`config.mk`:
```
export PLATFORM = sky130hd
export DESIGN_NAME = uart_rx_fifo
export DESIGN_NICKNAME = d
export VERILOG_FILES = /design/src/rtl/uart_rx_fifo.sv
export SDC_FILE = /design/constraint.sdc
export NUM_CORES = 1
export LEC_CHECK = 0
export ABC_AREA = 1
export CORE_ASPECT_RATIO = 1.2
export CORE_UTILIZATION = 40
export CTS_CLUSTER_SIZE = 28
export DETAILED_ROUTE_END_ITERATION = 6
export GPL_ROUTABILITY_DRIVEN = 0
export SETUP_SLACK_MARGIN = 0.4
export SYNTH_ARGS = -nofsm -noshare
export SYNTH_HDL_FRONTEND = slang
export SYNTH_SLANG_ARGS = --single-unit
export TNS_END_PERCENT = 1
```
`constraint.sdc`:
```
create_clock -name clk -period 2.35 [get_ports clk]
set_input_delay 0.5875 -clock clk [delete_from_list [all_inputs] [get_ports clk]]
set_output_delay 0.5875 -clock clk [all_outputs]
set_load 0.02 [all_outputs]
```
`src/rtl/uart_rx_fifo.sv`:
```
// ---------------------------------------------------------------------------
// uart_rx_fifo
//   Receive buffer that sits directly behind the UART receiver. Each word the
//   receiver strobes out with data_ready is stored together with its parity
//   and frame error flags. Entries are presented first-word-fall-through to
//   the consumer over a valid/ready handshake.
//
// Parameters
//   DATA_BITS    received word width (1..15)
//   DEPTH        number of entries, power of two (2..256)
//   AFULL_LEVEL  almost_full threshold, asserted when level >= AFULL_LEVEL
//
// Ports
//   clk, reset_n         clock, asynchronous active-low reset
//   rx_data, parity_err,
//   frame_err            word and flags from the receiver
//   data_ready           one-cycle strobe qualifying the receiver outputs
//   rd_data, rd_parity_err,
//   rd_frame_err         head entry (combinational from storage)
//   rd_valid             head entry present
//   rd_ready             consumer takes the head entry this cycle
//   level                entry count, 0..DEPTH
//   full, almost_full    fill status derived from the registered count
//   overrun              sticky: a word arrived while full and was dropped
//   clear_overrun        clears overrun (a coincident new overrun wins)
// ---------------------------------------------------------------------------
module uart_rx_fifo #(
    parameter int DATA_BITS   = 8,
    parameter int DEPTH       = 16,
    parameter int AFULL_LEVEL = 14
) (
    input  logic                       clk,
    input  logic                       reset_n,
    input  logic [DATA_BITS-1:0]       rx_data,
    input  logic                       data_ready,
    input  logic                       parity_err,
    input  logic                       frame_err,
    output logic [DATA_BITS-1:0]       rd_data,
    output logic                       rd_parity_err,
    output logic                       rd_frame_err,
    output logic                       rd_valid,
    input  logic                       rd_ready,
    output logic [$clog2(DEPTH):0]     level,
    output logic                       full,
    output logic                       almost_full,
    output logic                       overrun,
    input  logic                       clear_overrun
);

    localparam int AW = $clog2(DEPTH);
    localparam int LW = AW + 1;
    localparam int EW = DATA_BITS + 2;

    // Entry layout: {frame_err, parity_err, rx_data}
    logic [EW-1:0] mem [DEPTH];
    logic [AW-1:0] wr_ptr;
    logic [AW-1:0] rd_ptr;
    logic [LW-1:0] count;

    logic          push;
    logic          pop;
    logic          is_full;
    logic          drop;

    assign is_full  = (count == LW'(DEPTH));
    assign rd_valid = (count != '0);
    assign pop      = rd_valid & rd_ready;
    // A pop in the same cycle frees the slot, so a full FIFO can still accept.
    assign push     = data_ready & (~is_full | pop);
    assign drop     = data_ready & is_full & ~pop;

    // Storage and pointers. Pointers are AW bits so they wrap on their own;
    // the separate count disambiguates full from empty.
    always_ff @(posedge clk or negedge reset_n) begin
        if (!reset_n) begin
            for (int i = 0; i < DEPTH; i++) mem[i] <= '0;
            wr_ptr <= '0;
            rd_ptr <= '0;
        end else begin
            if (push) begin
                mem[wr_ptr] <= {frame_err, parity_err, rx_data};
                wr_ptr      <= wr_ptr + 1'b1;
            end
            if (pop) rd_ptr <= rd_ptr + 1'b1;
        end
    end

    always_ff @(posedge clk or negedge reset_n) begin
        if (!reset_n) begin
            count <= '0;
        end else begin
            case ({push, pop})
                2'b10:   count <= count + 1'b1;
                2'b01:   count <= count - 1'b1;
                default: count <= count;
            endcase
        end
    end

    // Set has priority over clear so a drop is never lost.
    always_ff @(posedge clk or negedge reset_n) begin
        if (!reset_n)           overrun <= 1'b0;
        else if (drop)          overrun <= 1'b1;
        else if (clear_overrun) overrun <= 1'b0;
    end

    assign {rd_frame_err, rd_parity_err, rd_data} = mem[rd_ptr];

    assign level       = count;
    assign full        = is_full;
    assign almost_full = (count >= LW'(AFULL_LEVEL));

endmodule

```
==> impl_results.md, run 1 <==
- Status: finished, violations left
- Failing checks: setup timing
- Diodes inserted: 0
- Die Wd: 135 um
- NetSw: 6.21 mW
- Max clock buf depth: 2
- Via density: 5.18
- Met3 WL: 972 um
- DRT iter0 DRCs: 451
- Gr usage total: 21.9%
- Register-to-Register Path Depth: 16
- Yosys top cell area share: 51.3%
- Clk_skew: 0.00813 ns
- Row Count: 58
- CTS H-tree lvls: 4
- Met2 wire length: 10900 um
- Synth cell types: 28
- Avg Cell Area, Syn: 8.27 um^2
- Clk slew on worst S/H paths: 0.07 ns
- Switching portion of total power: 40.1%
- Post-layout util: 49.1%
- Synthesized area: 8480 um^2
- Critical Path RT: 1.76 ns
- Die Footprint: 21800 um^2
- Worst-Margin Slew: 0.580 ns
- Clock Power Share: 19.3%
- Setup crit start: rd_ptr[0]$_DFFE_PN0P_
- Slew margin rel.: 61.3%
- Worst skew pair latency: 0.44 ns
- Final setup violation count: 10
- CTS Root Cell: clkbuf_16
- Final net count: 1087
- Die Span Y: 162 um
- Comb power frac: 46.5%
- Worst Setup End Kind: output pin
- Cells after Synth: 1026
- CP Capture Point: rd_data[5]
- Seq pwr share: 34.2%
- DR vias: 6973
- Period utilisation layout: 110%
- Post-synth EDFFs: 0
- Power, Total: 15.5 mW
- Grt ovf: 0
- Layout overhead on the synthesized area: 21.0%
- Reg2reg setup slack: 0.41 ns
- DP Area: 9270 um^2
- Total CTS buffers: 17
- Unrepaired setup endpoints after global routing: true
- Yosys top cell by area: dfrtp_1
- Launching point of the worst reg2reg path: level[0]$_DFFE_PN0P_
- Min-delay worst type: input pin to asynchronous set/reset pin
- Share of cells above drive strength 1: 18.1%
- Reg-to-reg endpoint: level[2]$_DFFE_PN0P_
- Period minus WS final: 2.60 ns
- Worst VDD drop: 0.899 mV
- Fin. Hold Viols: 0
- Sequential-to-total area share from yosys stat: 51.3%
- Synthesized flop and latch total: 174
- Initial Utilization: 40.6%
- Sink Count: 174
- CTS tree: yes
- Max Used Layer: met4
- Crit-path max FO: 5
- Top_reg_cell synth: dfrtp_1
- IO Port Bufs: 33
- Count of pins over their slew limit: 0
- Max Cap Violations: 0
- Postcts setup bufs: 0
- Post-DP HPWL: 14700 um
- Design area: 10300 um^2
- Crit path DAT: 2.01 ns
- Net Count, Synth: 1049
- Commonest cells post-synth: nand2_1 (220), dfrtp_1 (174), o21ai_0 (149), nor2_1 (122), nand3_1 (80)
- Worst Setup Start Kind: flop
- Count leader, synth: nand2_1
- Total length of routed wires: 22600 um
- Fmax: 385 MHz
- Post-DR wirelength/cell: 16.8 um
- Routed Antenna Nets: 0
- Crit Path Class: flop to output pin
- Largest net degree at the start of global routing: 46
- WL met1: 10300 um
- Top post-synthesis cells by area: dfrtp_1 (51%), nand2_1 (9.7%), o21ai_0 (8.8%)
- CORE AREA: 20900 um^2
- Post-synth ARST share: 100%
- Vias in the first global route: 6760
- Drt pass-1 iters: 5
- Setup ws final: -0.246 ns
- Synthesis Warnings: 0
- Pwr Density: 1510 nW/um^2
- DRC viols: 0
- # IOs: 34
- Lkg Pwr: 4.79 nW
- Internal power: 9.28 mW
- Initial antenna violation count: 0
- Global-route wire length before repair: 36400 um
## layer usage
layer,vias up,global-route usage [%]
met2,159,34.9
li1,3444,-
met4,0,7.30
met5,-,0
met3,29,3.52
met1,3341,30.3
## final cells by class
class                   count  area (um^2)
fillers                  2044        10600
flip-flops and latches    174         4360
clock buffers              21          450
clock inverters            10          163
well taps                 270          338
inverters                  64          243
multi-input cells         712         3680
repair buffers             95         1030
## power groups by stage
stage	clock network [mW]	registers (mW)	logic, mW
3_5_place_dp	0	5.25	6.47
3_3_place_gp	0	5.23	6.37
2_1_floorplan	0	5.08	4.28
5_1_grt	3.16	5.47	8.04
6_report	2.99	5.30	7.20
4_1_cts	3.04	5.22	6.48
## repair_timing
action / in CTS / in global routing
pin swaps: 8 / 45
setup endpoints to repair: 21 / 22
hold buffers: 0 / 0
gates resized for setup: 62 / 102
gates cloned: 0 / 4
## cell families after synthesis
logic type | synth area share, %
flip-flops | 51.3
adder cells (fa/ha/maj) | 1.18
AND/OR/NAND/NOR | 22.7
XOR/XNOR | 0.723
AO/OA/AOI/OAI | 16.1
buffers and inverters | 7.91
## critical path: stages, from the launching register on
cell and delay (ns):
dfrtp_4 0.56, clkbuf_16 0.20, o211ai_1 0.33, nand3_1 0.18, nand3_2 0.12, nand2_2 0.06
buf_6 0.13
## cell usage in the layout, fill, tap and decap left out, drive strengths merged
master,n
clkdlybuf4s50,13
inv,65
nand4,1
o21ai,219
nor2,125
dlymetal6s2s,6
clkinv,3
clkinvlp,2
ha,8
o31ai,1
buf,72
xor2,5
o211ai,28
nand2,233
o22ai,1
clkbuf,25
a21oi,2
nand3,87
xnor2,2
dfrtp,174
bufinv,4
## how the worst min path moves through the flow
stage / startpoint / depth (start not counted) / endpoint / slack [ns]
CTS: reset_n / 1 / level[1]$_DFFE_PN0P_ / 0.1
global route: reset_n / 1 / mem[35]$_DFFE_PN0P_ / 0.11
global placement: mem[8]$_DFFE_PN0P_ / 2 / mem[8]$_DFFE_PN0P_ / 0.46
finish: reset_n / 1 / mem[15]$_DFFE_PN0P_ / 0.08
detailed placement: mem[129]$_DFFE_PN0P_ / 2 / mem[129]$_DFFE_PN0P_ / 0.47
floorplan: reset_n / 0 / level[0]$_DFFE_PN0P_ / 0.29
## per-stage QoR
stage	cells	setup WS (ns)	hold slack, ns	setup TNS (ns)
after floorplan	1026	0.139	0.292	0
after global placement	1311	-0.195	0.461	-1.62
after detailed placement	1311	-0.220	0.468	-1.83
after CTS	1342	-0.205	0.0998	-2.06
after global routing	1346	-0.288	0.110	-2.72
final	1346	-0.246	0.0847	-2.10
## registers in the layout, indices dropped and copies added, names as in the netlist
name / flops
mem: 160
level: 5
rd_ptr: 4
wr_ptr: 4
overrun: 1
(Power assumes the default switching activity.)
==> run 2, diff against run 1 <==
GPL_TIMING_DRIVEN = 0   (was not set)
SLEW_MARGIN = 20   (was not set)
==> run 2 against run 1 <==
Net effect:
- clock power decreased by 5%
- combinational power rose by 7.9%
- routed wire length up 17%
- via count rose by 5.5%
- clock skew rose by 0.0012 ns
- final cell count up 1.6%
- the flow finishes with violations (DRC, setup timing)
- flip-flop and latch count unchanged
- critical path type unchanged
- first-iteration DRC count rose by 61%
- sequential share of layout area shrank 0.69 points
- setup slack improved by 0.041 ns
- global-route usage grew 3.7 points
- critical path depth grew 3
==> impl_results.md, run 2 (synthesis gave the netlist of run 1 again) <==
- Share of cells above drive strength 1: 22.5%
- CTS H-tree lvls: 4
- Post-DP HPWL: 17300 um
- Worst-Margin Slew: 0.928 ns
- CTS Root Cell: clkbuf_16
- CORE AREA: 20900 um^2
- Grt ovf: 0
- Largest register by flop count: mem
- IO Port Bufs: 32
- CP Buf/Inv Count: 3
- Worst Setup Start Kind: flop
- Total CTS buffers: 17
- Fmax: 391 MHz
- Worst Setup End Kind: output pin
- Die Footprint: 21800 um^2
- Worst skew pair latency: 0.44 ns
- # IOs: 34
- Cts hold-fix bufs: 0
- Largest net degree at the start of global routing: 92
- Count of pins over their slew limit: 0
- Total length of routed wires: 26400 um
- Die Span Y: 162 um
- Critical Path RT: 1.76 ns
- Initial antenna violation count: 0
- Inst Count DP: 1329
- Setup TNS: -1.85 ns
- Clk slew on worst S/H paths: 0.07 ns
- Met3 WL: 1180 um
- Register area: 4360 um^2
- Clk_skew: 0.00932 ns
- Largest register FFs: 160
- Worst VDD drop: 0.798 mV
- Via density: 5.38
- Vias in the first global route: 7191
- Unrepaired setup endpoints after global routing: true
- Max Cap Violations: 0
- DR vias: 7355
- Failing checks: DRC, setup timing
- Post-layout util: 49.9%
- Status: finished, violations left
- CP peak stage delay: 0.47 ns
- Fin. Hold Viols: 0
- Most frequent cells in the layout: nand2_1 (208), dfrtp_1 (168), o21ai_0 (106), nor2_1 (102), o21ai_1 (81)
- DP Worst Slack: -0.755 ns
- CTS tree: yes
- Fillers: 2003
- Max clock buf depth: 2
- Final setup violation count: 10
- WL met1: 11400 um
- Most common cell after layout, fill and taps aside: nand2_1
- Sink Count: 174
- Post-DR wirelength/cell: 19.3 um
- Gr usage total: 25.6%
- Row Count: 58
- CP max stage cell: dfrtp_2
- Met2 wire length: 12800 um
- DRC viols: 1
- Footprint of the multi-input gates: 3850 um^2
- Initial Utilization: 40.6%
- Final net count: 1108
- Delay-heaviest family, CP: buffers and inverters
- Crit Path Class: flop to output pin
- Period utilisation layout: 109%
- Diodes inserted: 0
- Setup ws final: -0.205 ns
- Lkg Pwr: 4.79 nW
- Period minus WS final: 2.56 ns
- Global-route wire length before repair: 41600 um
- Pwr Density: 1530 nW/um^2
- Layout overhead on the synthesized area: 23.0%
- Crit path DAT: 1.97 ns
- Min-delay worst type: input pin to asynchronous set/reset pin
- Post-route insts no fill: 1368
- Slew margin rel.: 38.1%
- Drt pass-1 iters: 7
- Max Used Layer: met4
- Die Wd: 135 um
- Worst path cell trace: buf_12 -> clkbuf_16 -> nor2_4 -> nor2_1 -> o21ai_1 -> nand3_1 -> nand3_2 -> nand2_2 -> buf_6
- Crit-path max FO: 7
- Routed Antenna Nets: 0
- DRT iter0 DRCs: 724
## run 2: cell types whose count changed in the layout (fill, tap and decap cells not counted), sizes merged
cell,delta
buf,+2
bufinv,-2
clkbuf,+19
clkdlybuf4s50,-2
clkinv,+4
clkinvlp,-1
dlygate4sd2,+7
dlymetal6s2s,-6
inv,+1
## run 2: final timing paths
kind,startpoint,depth (start not counted),slack (ns),endpoint
max in group asynchronous,reset_n,2,1.29,mem[145]$_DFFE_PN0P_
worst max-delay path,rd_ptr[0]$_DFFE_PN0P_,9,-0.21,rd_data[6]
min in group clk,mem[3]$_DFFE_PN0P_,2,0.48,mem[3]$_DFFE_PN0P_
worst min-delay path,reset_n,1,0.13,mem[55]$_DFFE_PN0P_
worst min register to register,mem[3]$_DFFE_PN0P_,2,0.48,mem[3]$_DFFE_PN0P_
worst max register to register,level[0]$_DFFE_PN0P_,18,0.12,level[4]$_DFFE_PN0P_
## run 2: layout make-up
| cell class | count | area share (%) |
|---|---|---|
| flip-flops and latches | 174 | 41.8 |
| multi-input cells | 712 | 36.9 |
| plain buffers | 76 | 5.84 |
| repair buffers | 40 | 4.29 |
| clock buffers | 20 | 4.19 |
| well taps | 270 | 3.24 |
| inverters | 64 | 2.42 |
| clock inverters | 12 | 1.32 |
## run 2: what timing repair did
action,CTS,global route
setup buffers,2,1
hold endpoints to repair,0,0
setup endpoints to repair,24,27
gates resized for setup,200,105
cloned,3,1
pin swaps,48,43
## run 2: per-layer routing
layer	track usage, %	vias up
met5	0	-
met4	11.8	0
met3	3.74	65
met2	41.2	235
met1	33.9	3574
li1	-	3481
## run 2: report_power, final
group | switching, mW | internal [mW] | leakage [nW]
clock | 1.26 | 1.58 | 0.281
sequential | 0.984 | 4.40 | 2.22
combinational | 4.63 | 3.14 | 2.29
total | 6.87 | 9.12 | 4.79
## run 2: metrics by stage
| step | area [um^2] | power (mW) | hold slack [ns] |
|---|---|---|---|
| 6_report | 10400 | 16.0 | 0.133 |
| 5_1_grt | 10400 | 17.1 | 0.200 |
| 4_1_cts | 10100 | 15.2 | 0.184 |
| 3_5_place_dp | 9200 | 11.7 | 0.468 |
| 3_3_place_gp | 9170 | 11.5 | 0.460 |
| 2_1_floorplan | 8510 | 9.37 | 0.292 |
## run 2: worst register-to-register path: cells and delay by family (launching register included)
family                   cells  cell delay, ns
AND/OR/NAND/NOR             13            1.06
adder cells (fa/ha/maj)      2            0.34
flip-flops                   1            0.49
buffers and inverters        3            0.28
